## src/rtl/fifo_wr_arb_if.sv

```systemverilog
// fifo_wr_arb_if: requester-side and FIFO-side signals of the write-port arbiter.
// slave modport is the arbiter's view; master modport is the driving side.
interface fifo_wr_arb_if #(
  parameter int unsigned NUM_REQ   = 4,
  parameter int unsigned DATA_SIZE = 8
);
  logic [NUM_REQ-1:0]           REQ;
  logic [NUM_REQ-1:0]           LAST;
  logic [NUM_REQ*DATA_SIZE-1:0] DATA;
  logic                         WFULL;
  logic [NUM_REQ-1:0]           GNT;
  logic                         WINC;
  logic [DATA_SIZE-1:0]         WDATA;
  logic                         BUSY;

  modport master (
    output REQ, LAST, DATA, WFULL,
    input  GNT, WINC, WDATA, BUSY
  );

  modport slave (
    input  REQ, LAST, DATA, WFULL,
    output GNT, WINC, WDATA, BUSY
  );
endinterface

```

## src/rtl/fifo_wr_arb.sv

```systemverilog
// fifo_wr_arb: round-robin, packet-based arbiter for the async FIFO write port (WCLK domain).
// A grant is held until the granted requester's LAST beat is accepted.
// Optional feature: define WR_ARB_BURST_LIMIT_EN to also release after MAX_BURST beats.
module fifo_wr_arb #(
  parameter int unsigned NUM_REQ   = 4,
  parameter int unsigned DATA_SIZE = 8,
  parameter int unsigned MAX_BURST = 8
) (
  input logic          WCLK,
  input logic          WRST_n,
  fifo_wr_arb_if.slave bus
);

  localparam int unsigned IdxW = (NUM_REQ > 1) ? $clog2(NUM_REQ) : 1;

  typedef enum logic [0:0] {StIdle, StHold} state_e;

  state_e             state_q, state_d;
  logic [NUM_REQ-1:0] gnt_q, gnt_d;
  logic [IdxW-1:0]    idx_q, idx_d;
  logic [IdxW-1:0]    prio_q, prio_d;
  logic [IdxW-1:0]    prio_next;
  logic [IdxW-1:0]    pick_idx;
  logic               pick_vld;
  logic [IdxW:0]      cand;
  logic               hold;
  logic               accept;
  logic               burst_done;
  logic               release_gnt;

  assign hold        = (state_q == StHold);
  assign accept      = hold & gnt_q[idx_q] & bus.REQ[idx_q] & ~bus.WFULL;
  assign release_gnt = accept & (bus.LAST[idx_q] | burst_done);
  assign prio_next   = (idx_q == IdxW'(NUM_REQ - 1)) ? '0 : idx_q + 1'b1;

  // Round-robin pick: first set REQ bit searching upward from prio_q, wrapping
  always_comb begin
    pick_vld = 1'b0;
    pick_idx = '0;
    cand     = '0;
    for (int k = 0; k < int'(NUM_REQ); k++) begin
      cand = {1'b0, prio_q} + (IdxW + 1)'(k);
      if (cand >= (IdxW + 1)'(NUM_REQ)) begin
        cand = cand - (IdxW + 1)'(NUM_REQ);
      end
      if (!pick_vld && bus.REQ[cand[IdxW-1:0]]) begin
        pick_vld = 1'b1;
        pick_idx = cand[IdxW-1:0];
      end
    end
  end

`ifdef WR_ARB_BURST_LIMIT_EN
  localparam int unsigned CntW = $clog2(MAX_BURST + 1);

  logic [CntW-1:0] beat_cnt_q, beat_cnt_d;

  // Current accepted beat is the MAX_BURST-th of this grant
  assign burst_done = (beat_cnt_q == CntW'(MAX_BURST - 1));

  // Beat counter: counts accepted beats, clears whenever the grant is released
  always_comb begin
    beat_cnt_d = beat_cnt_q;
    if (release_gnt) begin
      beat_cnt_d = '0;
    end else if (accept) begin
      beat_cnt_d = beat_cnt_q + 1'b1;
    end
  end

  // Beat counter register
  always_ff @(posedge WCLK or negedge WRST_n) begin
    if (!WRST_n) begin
      beat_cnt_q <= '0;
    end else begin
      beat_cnt_q <= beat_cnt_d;
    end
  end
`else
  logic unused_max_burst;

  assign burst_done       = 1'b0;
  assign unused_max_burst = ^32'(MAX_BURST);
`endif

  // Next-state: grant on any request in idle, release on accepted LAST (or burst limit)
  always_comb begin
    state_d = state_q;
    gnt_d   = gnt_q;
    idx_d   = idx_q;
    prio_d  = prio_q;
    unique case (state_q)
      StIdle: begin
        if (pick_vld) begin
          state_d = StHold;
          idx_d   = pick_idx;
          gnt_d   = NUM_REQ'(1) << pick_idx;
        end
      end
      StHold: begin
        if (release_gnt) begin
          state_d = StIdle;
          gnt_d   = '0;
          prio_d  = prio_next;
        end
      end
      default: state_d = StIdle;
    endcase
  end

  // State, grant and priority registers
  always_ff @(posedge WCLK or negedge WRST_n) begin
    if (!WRST_n) begin
      state_q <= StIdle;
      gnt_q   <= '0;
      idx_q   <= '0;
      prio_q  <= '0;
    end else begin
      state_q <= state_d;
      gnt_q   <= gnt_d;
      idx_q   <= idx_d;
      prio_q  <= prio_d;
    end
  end

  assign bus.GNT   = gnt_q;
  assign bus.BUSY  = hold;
  assign bus.WINC  = accept;
  assign bus.WDATA = hold ? bus.DATA[int'(idx_q)*DATA_SIZE +: DATA_SIZE] : '0;

endmodule

```

## src/flat_wrapper.sv

```systemverilog
// flat-port wrapper written by rule: the top's interface ports become plain ports
module fifo_wr_arb_flat 
#(
  parameter int unsigned NUM_REQ   = 4,
  parameter int unsigned DATA_SIZE = 8,
  parameter int unsigned MAX_BURST = 8
)
  (WCLK, WRST_n, bus_REQ, bus_LAST, bus_DATA, bus_WFULL, bus_GNT, bus_WINC, bus_WDATA, bus_BUSY);
  fifo_wr_arb_if #(.NUM_REQ(NUM_REQ), .DATA_SIZE(DATA_SIZE)) bus_i ();
  input logic WCLK;
  input logic WRST_n;
  input wire logic [$bits(bus_i.REQ)-1:0] bus_REQ;
  input wire logic [$bits(bus_i.LAST)-1:0] bus_LAST;
  input wire logic [$bits(bus_i.DATA)-1:0] bus_DATA;
  input wire logic [$bits(bus_i.WFULL)-1:0] bus_WFULL;
  output wire logic [$bits(bus_i.GNT)-1:0] bus_GNT;
  output wire logic [$bits(bus_i.WINC)-1:0] bus_WINC;
  output wire logic [$bits(bus_i.WDATA)-1:0] bus_WDATA;
  output wire logic [$bits(bus_i.BUSY)-1:0] bus_BUSY;
  assign bus_i.REQ = bus_REQ;
  assign bus_i.LAST = bus_LAST;
  assign bus_i.DATA = bus_DATA;
  assign bus_i.WFULL = bus_WFULL;
  assign bus_GNT = bus_i.GNT;
  assign bus_WINC = bus_i.WINC;
  assign bus_WDATA = bus_i.WDATA;
  assign bus_BUSY = bus_i.BUSY;
  fifo_wr_arb #(.NUM_REQ(NUM_REQ), .DATA_SIZE(DATA_SIZE), .MAX_BURST(MAX_BURST)) u_core (.WCLK(WCLK), .WRST_n(WRST_n), .bus(bus_i));
endmodule
```

## config.mk

```make
export PLATFORM = sky130hd
export DESIGN_NAME = fifo_wr_arb_flat
export DESIGN_NICKNAME = d
export VERILOG_FILES = /design/src/rtl/fifo_wr_arb_if.sv /design/src/rtl/fifo_wr_arb.sv /design/src/flat_wrapper.sv
export SDC_FILE = /design/constraint.sdc
export NUM_CORES = 1
export LEC_CHECK = 0
export CORE_ASPECT_RATIO = 1.1
export CORE_MARGIN = 10
export CORE_UTILIZATION = 35
export CTS_CLUSTER_DIAMETER = 120
export CTS_CLUSTER_SIZE = 24
export DETAILED_ROUTE_END_ITERATION = 8
export GPL_ROUTABILITY_DRIVEN = 0
export GPL_TIMING_DRIVEN = 0
export PLACE_DENSITY_LB_ADDON = 0.05
export SLEW_MARGIN = 20
export SYNTH_ARGS = -nofsm -noshare
export SYNTH_HDL_FRONTEND = slang
export SYNTH_SLANG_ARGS = --single-unit
```

## constraint.sdc

```tcl
create_clock -name WCLK -period 2.1 [get_ports WCLK]
set_clock_uncertainty 0.05 [all_clocks]
set_input_delay 0.525 -clock WCLK [delete_from_list [all_inputs] [get_ports WCLK]]
set_output_delay 0.525 -clock WCLK [all_outputs]
set_load 0.005 [all_outputs]
```

Word level (Yosys, flattened, before mapping)
Index checks and enable logic that the tools add are counted.
Storage, ports and cells
  flip-flop bits (word level): 9
  bits of input ports: 43
Cells by class
  multiplexer cells: 34
  add/subtract/negate cells: 8
  bitwise gates (word level): 6
  shift operators: 2
  magnitude comparators: 9
  equality and inequality tests: 3
  reductions and logical operators: 9
Operators with widths (count)
  $shiftx 32x6->8: 1
  $mux 2: 9
  $lt 2x3->1 const B: 5
  $bmux 1 s2: 7
  $mux 1: 13
  $ge 3x3->1 const B: 3
  $mux 4: 2
  $mux 8: 1
  $pmux 4 s2: 1
  $sub 2x1->2 const B: 4
  $add 2x2->3 const B: 2
  $reduce_and 2->1: 3
  $and 1x1->1: 4
  $shl 1x2->4 const A: 1
  $add 2x1->3 const B: 1
  $ge 2x3->1 const B: 1
  $logic_and 1x1->1: 3
  $logic_not 1->1: 3
  $add 2x1->2 const B: 1
  $eq 2x2->1 const B: 1
  $ne 2x1->1 const B: 1
  $ne 2x2->1 const B: 1
  $not 1->1: 2
  $pmux 1 s2: 1

Logic depth before layout (Yosys ltp)
  word-level depth: 17
  mapped depth: 6
  mapped depth without buffers: 4

Worst setup path before layout
OpenSTA, ideal clock, no wires.
  path kind: register to output
  from: register u_core.idx_q[0]
  to: output port bus_WDATA[1]
  data required time: 1525 ps
  cell stages (with the launch flop): 4
  arrival: 1305 ps
  path buffers: 1
  setup slack: 220 ps
  cells stage by stage: dfrtp_1 > buf_4 > mux4_2 > and2_1
On the way
  cells in the longest elaborated chain, start to end: 2
Ends and longest elaborated chain
  start, declared: line fifo_wr_arb.sv:20  | logic [IdxW-1:0] idx_q, idx_d;
  start signal, assigned: line fifo_wr_arb.sv:121  | idx_q <= idx_d;
  $shiftx 32x6->8: line fifo_wr_arb.sv:129  | assign bus.WDATA = hold ? bus.DATA[int'(idx_q)*DATA_SIZE +: DATA_SIZE] : '0;
  $mux 8: line fifo_wr_arb.sv:129
  end, declared: line flat_wrapper.sv:18  | output wire logic [$bits(bus_i.WDATA)-1:0] bus_WDATA;
No other way between the ends.

Final worst setup path
  from: register u_core.idx_q[0]
  to: output port bus_WDATA[0]
The elaborated chain is that of the path after synthesis.

==> summary.txt <==
Outcome
  – Outcome: complete, but fails checks
  – Failing checks: negative setup slack

Clocking
  – CTS tree: built
  – Root Buffer: clkbuf_4
  – Clk sinks: 9
  – CTS Buf Count: 3
  – Worst-Skew Late Latency: 0.26 ns
  – Clk pin slew, worst setup/hold paths: approximately 0.060 ns
  – Clock Path Buffers: 2
  – Hold_buf cts: 0
  – Htree depth: 1

Worst setup path
  – CP Data Required Time: 1.52 ns
  – CP Max Fanout: 5
  – Bufs and invs on worst path: 2
  – Crit path DAT: 1.56 ns
  – Crit. End Element: output port
  – CP Cell Sequence: buf_4 -> mux4_2 -> and2_1 -> buf_2
  – Critical Path Slowest Stage Cell: mux4_2
  – Cell family with most CP delay: multiplexers
  – Critical path startpoint category: register
  – CP max stage delay: between 0.4 and 0.5 ns
  – Kind of critical path: register to output port

Final layout
  – Area Overhead vs Synth: 72.37%
  – Fin nets: between 150 and 200
  – ANT cells: 0
  – Final non-filler cell total: 174
  – Share of cells above drive strength 1: a little over a quarter
  – Design area: 0.001436 mm2
  – Final Util: 63.78%

STA
  – Final WS setup: -0.03535 ns
  – Final cycle utilization of the critical path: 101.7%
  – Minimum clock period: 2.135 ns
  – Least-Margin Pin Slew: about 0.39 ns
  – Max Fclk: 468.3 MHz
  – Unrepaired setup endpoints after global routing: yes
  – Fin. max-slew vios: 0
  – Hold Vio Cnt, Final: 0
  – Final Setup Violations: 8
  – Rel. slew slack: about 74%

Yosys
  – Syn_area_per_cell: 10.29 um2
  – Synth area leaders: dfrtp_1 27%, mux4_2 22%, and2_1 6.0%
  – Ys flop type: dfrtp_1
  – Most numerous cell in the Yosys netlist: nand2_1
  – Post-synth EDFFs: 0
  – Post-synthesis async set-or-reset flop share: 100.0%
  – Mapped Area: approximately 830 um2
  – Post-synth top cells: 10 x nand2_1, 9 x dfrtp_1, 8 x and2_1, 8 x mux4_2
  – Sequential element share of the synthesized area: between 20% and 30%
  – Warnings from Yosys: 0
  – Top cell type's share of synthesized area: 27.03%
  – Synthesized instance count: 81
  – Synth Register Bits: 9
  – Mapped Nets: 125
  – Biggest area consumer among synthesized cells: dfrtp_1
  – Netlist cell types: 32

Worst hold path
  – Hold crit path type: input pin to asynchronous set/reset pin

Floorplanning
  – # rows: 18
  – Core Area: 0.002252 mm2
  – Die Width: 66.53 um
  – Initial Util: a little under two fifths
  – Die Y: approximately 71 um
  – Io pins: 57
  – Die ar.: 0.004735 mm2

Global routing
  – GRT overflow: 0
  – Pin count of the biggest net entering global routing: 11
  – First-pass GRT wire length: 4981 um
  – Initial antenna violation count: 0
  – Total GRT Usage: around an eighth
  – Vias in the first global route: 987

Drt
  – Routed Antenna Nets: 0
  – Post-route DRC: 0
  – WL final: 3121 um
  – Routed vias/inst: 5.374
  – DR vias: roughly 940
  – Post-DR wirelength/cell: 17.94 um
  – Drt pass-1 iters: 4
  – Initial drt markers: 36

Pwr
  – Fraction of power spent switching nets: 36.10%
  – Leakage: 0.6564 nW
  – Clock power frac: 8.5%
  – VDD IR max: between 0.0007 and 0.0008 V
  – Power density cells: 1093 mW/mm2
  – Pwr Total: 1.570 mW
  – Comb pwr share: between 70% and 80%
  – Sequential power share: between 20% and 30%
  – Internal: 1.003 mW
  – Net Switching: 0.5668 mW

Place
  – Placed instance count: 167
  – Area after DPL: 0.001431 mm2
  – # port buffers: 56
  – Post-DP HPWL: 2546 um
  – Pre-CTS setup slack: -0.7902 ns

Flow run
  – MaxCap Viol Count: 0
[per-stage QoR]
step	setup TNS [ns]	hold WS [ns]
2_1_floorplan	0	0.1794
3_3_place_gp	-4.541	0.4992
4_1_cts	-0.1945	0.5198
5_1_grt	-0.5745	0.5328
6_report	-0.1408	0.5001
3_5_place_dp	-4.716	0.5087
[power groups by stage]
stage | combinational [mW] | clock, mW | sequential (mW)
after floorplan | 0.597 | 0 | 0.320
after global placement | 1.04 | 0 | 0.336
after detailed placement | 1.06 | 0 | 0.340
after CTS | 1.03 | 0.133 | 0.328
after global routing | 1.21 | 0.139 | 0.341
final | 1.11 | 0.134 | 0.330
[worst reg2reg max path, delay by kind of cell, from the launching register on]
family / cells / cell delay, ns
AOI/OAI and AO/OA: 1 / 0.22
DFF: 1 / 0.39
buffers and inverters: 1 / 0.14
and+or+nand+nor: 1 / 0.29
muxes: 2 / 0.41
[kinds of logic after synthesis]
group	share of synthesized area (%)
compound gates	13.96
fa+ha+maj	1.501
mux	27.63
simple gates	24.33
buf+inv	5.555
flops	27.03
[registers in the layout, indices dropped and copies added (netlist names)]
register	flops
u_core.idx_q	2
u_core.bus.GNT	4
u_core.bus.BUSY	1
u_core.prio_q	2
[placed cells by master, fill, tap and decap left out, drive strengths merged, types with 3 or more instances in the layout]
cell	synthesis	final
nor2	4	4
dlygate4sd2	0	34
mux4	8	8
nand2	10	10
buf	4	16
o21ai	4	4
clkdlybuf4s50	0	11
o32ai	4	4
nand3	3	3
and2	8	8
nand2b	3	3
dfrtp	9	9
clkbuf	1	6
[layout make-up]
class	instances	area [um2]
buffer	5	46.29
multi-input combinational	65	575.6
fill	195	815.8
tap	30	37.54
inverter	2	7.507
clock buffer	4	26.28
timing repair buffer	59	516.7
sequential	9	226.5
[timing repair]
item                                    CTS  global route
endpoints found under the hold margin     0             0
resized for setup                        82             7
endpoints found under the setup margin    9             9
setup buffers                             2             1
[worst paths after layout]
| path | from | to | slack (ns) | depth (start not counted) |
|---|---|---|---|---|
| setup / recovery | u_core.idx_q[0]$_DFFE_PN0P_ | bus_WDATA[0] | -0.04 | 4 |
| hold / removal | WRST_n | u_core.bus.GNT[0]$_DFFE_PN0P_ | 0.50 | 1 |
| setup reg to reg | u_core.idx_q[1]$_DFFE_PN0P_ | u_core.prio_q[0]$_DFFE_PN0P_ | 0.49 | 5 |
| hold reg to reg | u_core.bus.GNT[0]$_DFFE_PN0P_ | u_core.bus.GNT[0]$_DFFE_PN0P_ | 0.52 | 2 |
| max in group asynchronous | WRST_n | u_core.idx_q[0]$_DFFE_PN0P_ | 1.19 | 1 |
| min in group WCLK | u_core.bus.GNT[0]$_DFFE_PN0P_ | u_core.bus.GNT[0]$_DFFE_PN0P_ | 0.52 | 2 |
[per-layer routing]
layer  share of wire, %  vias up  global-route usage (%)
li1                   -      435                       -
met1                 40      454                   15.99
met2                 49       42                   21.41
met3                 11        4                   4.252
met4               0.54        0                   2.098
met5                  0        -                       0
No activity file was read; power rests on OpenSTA's default activity.
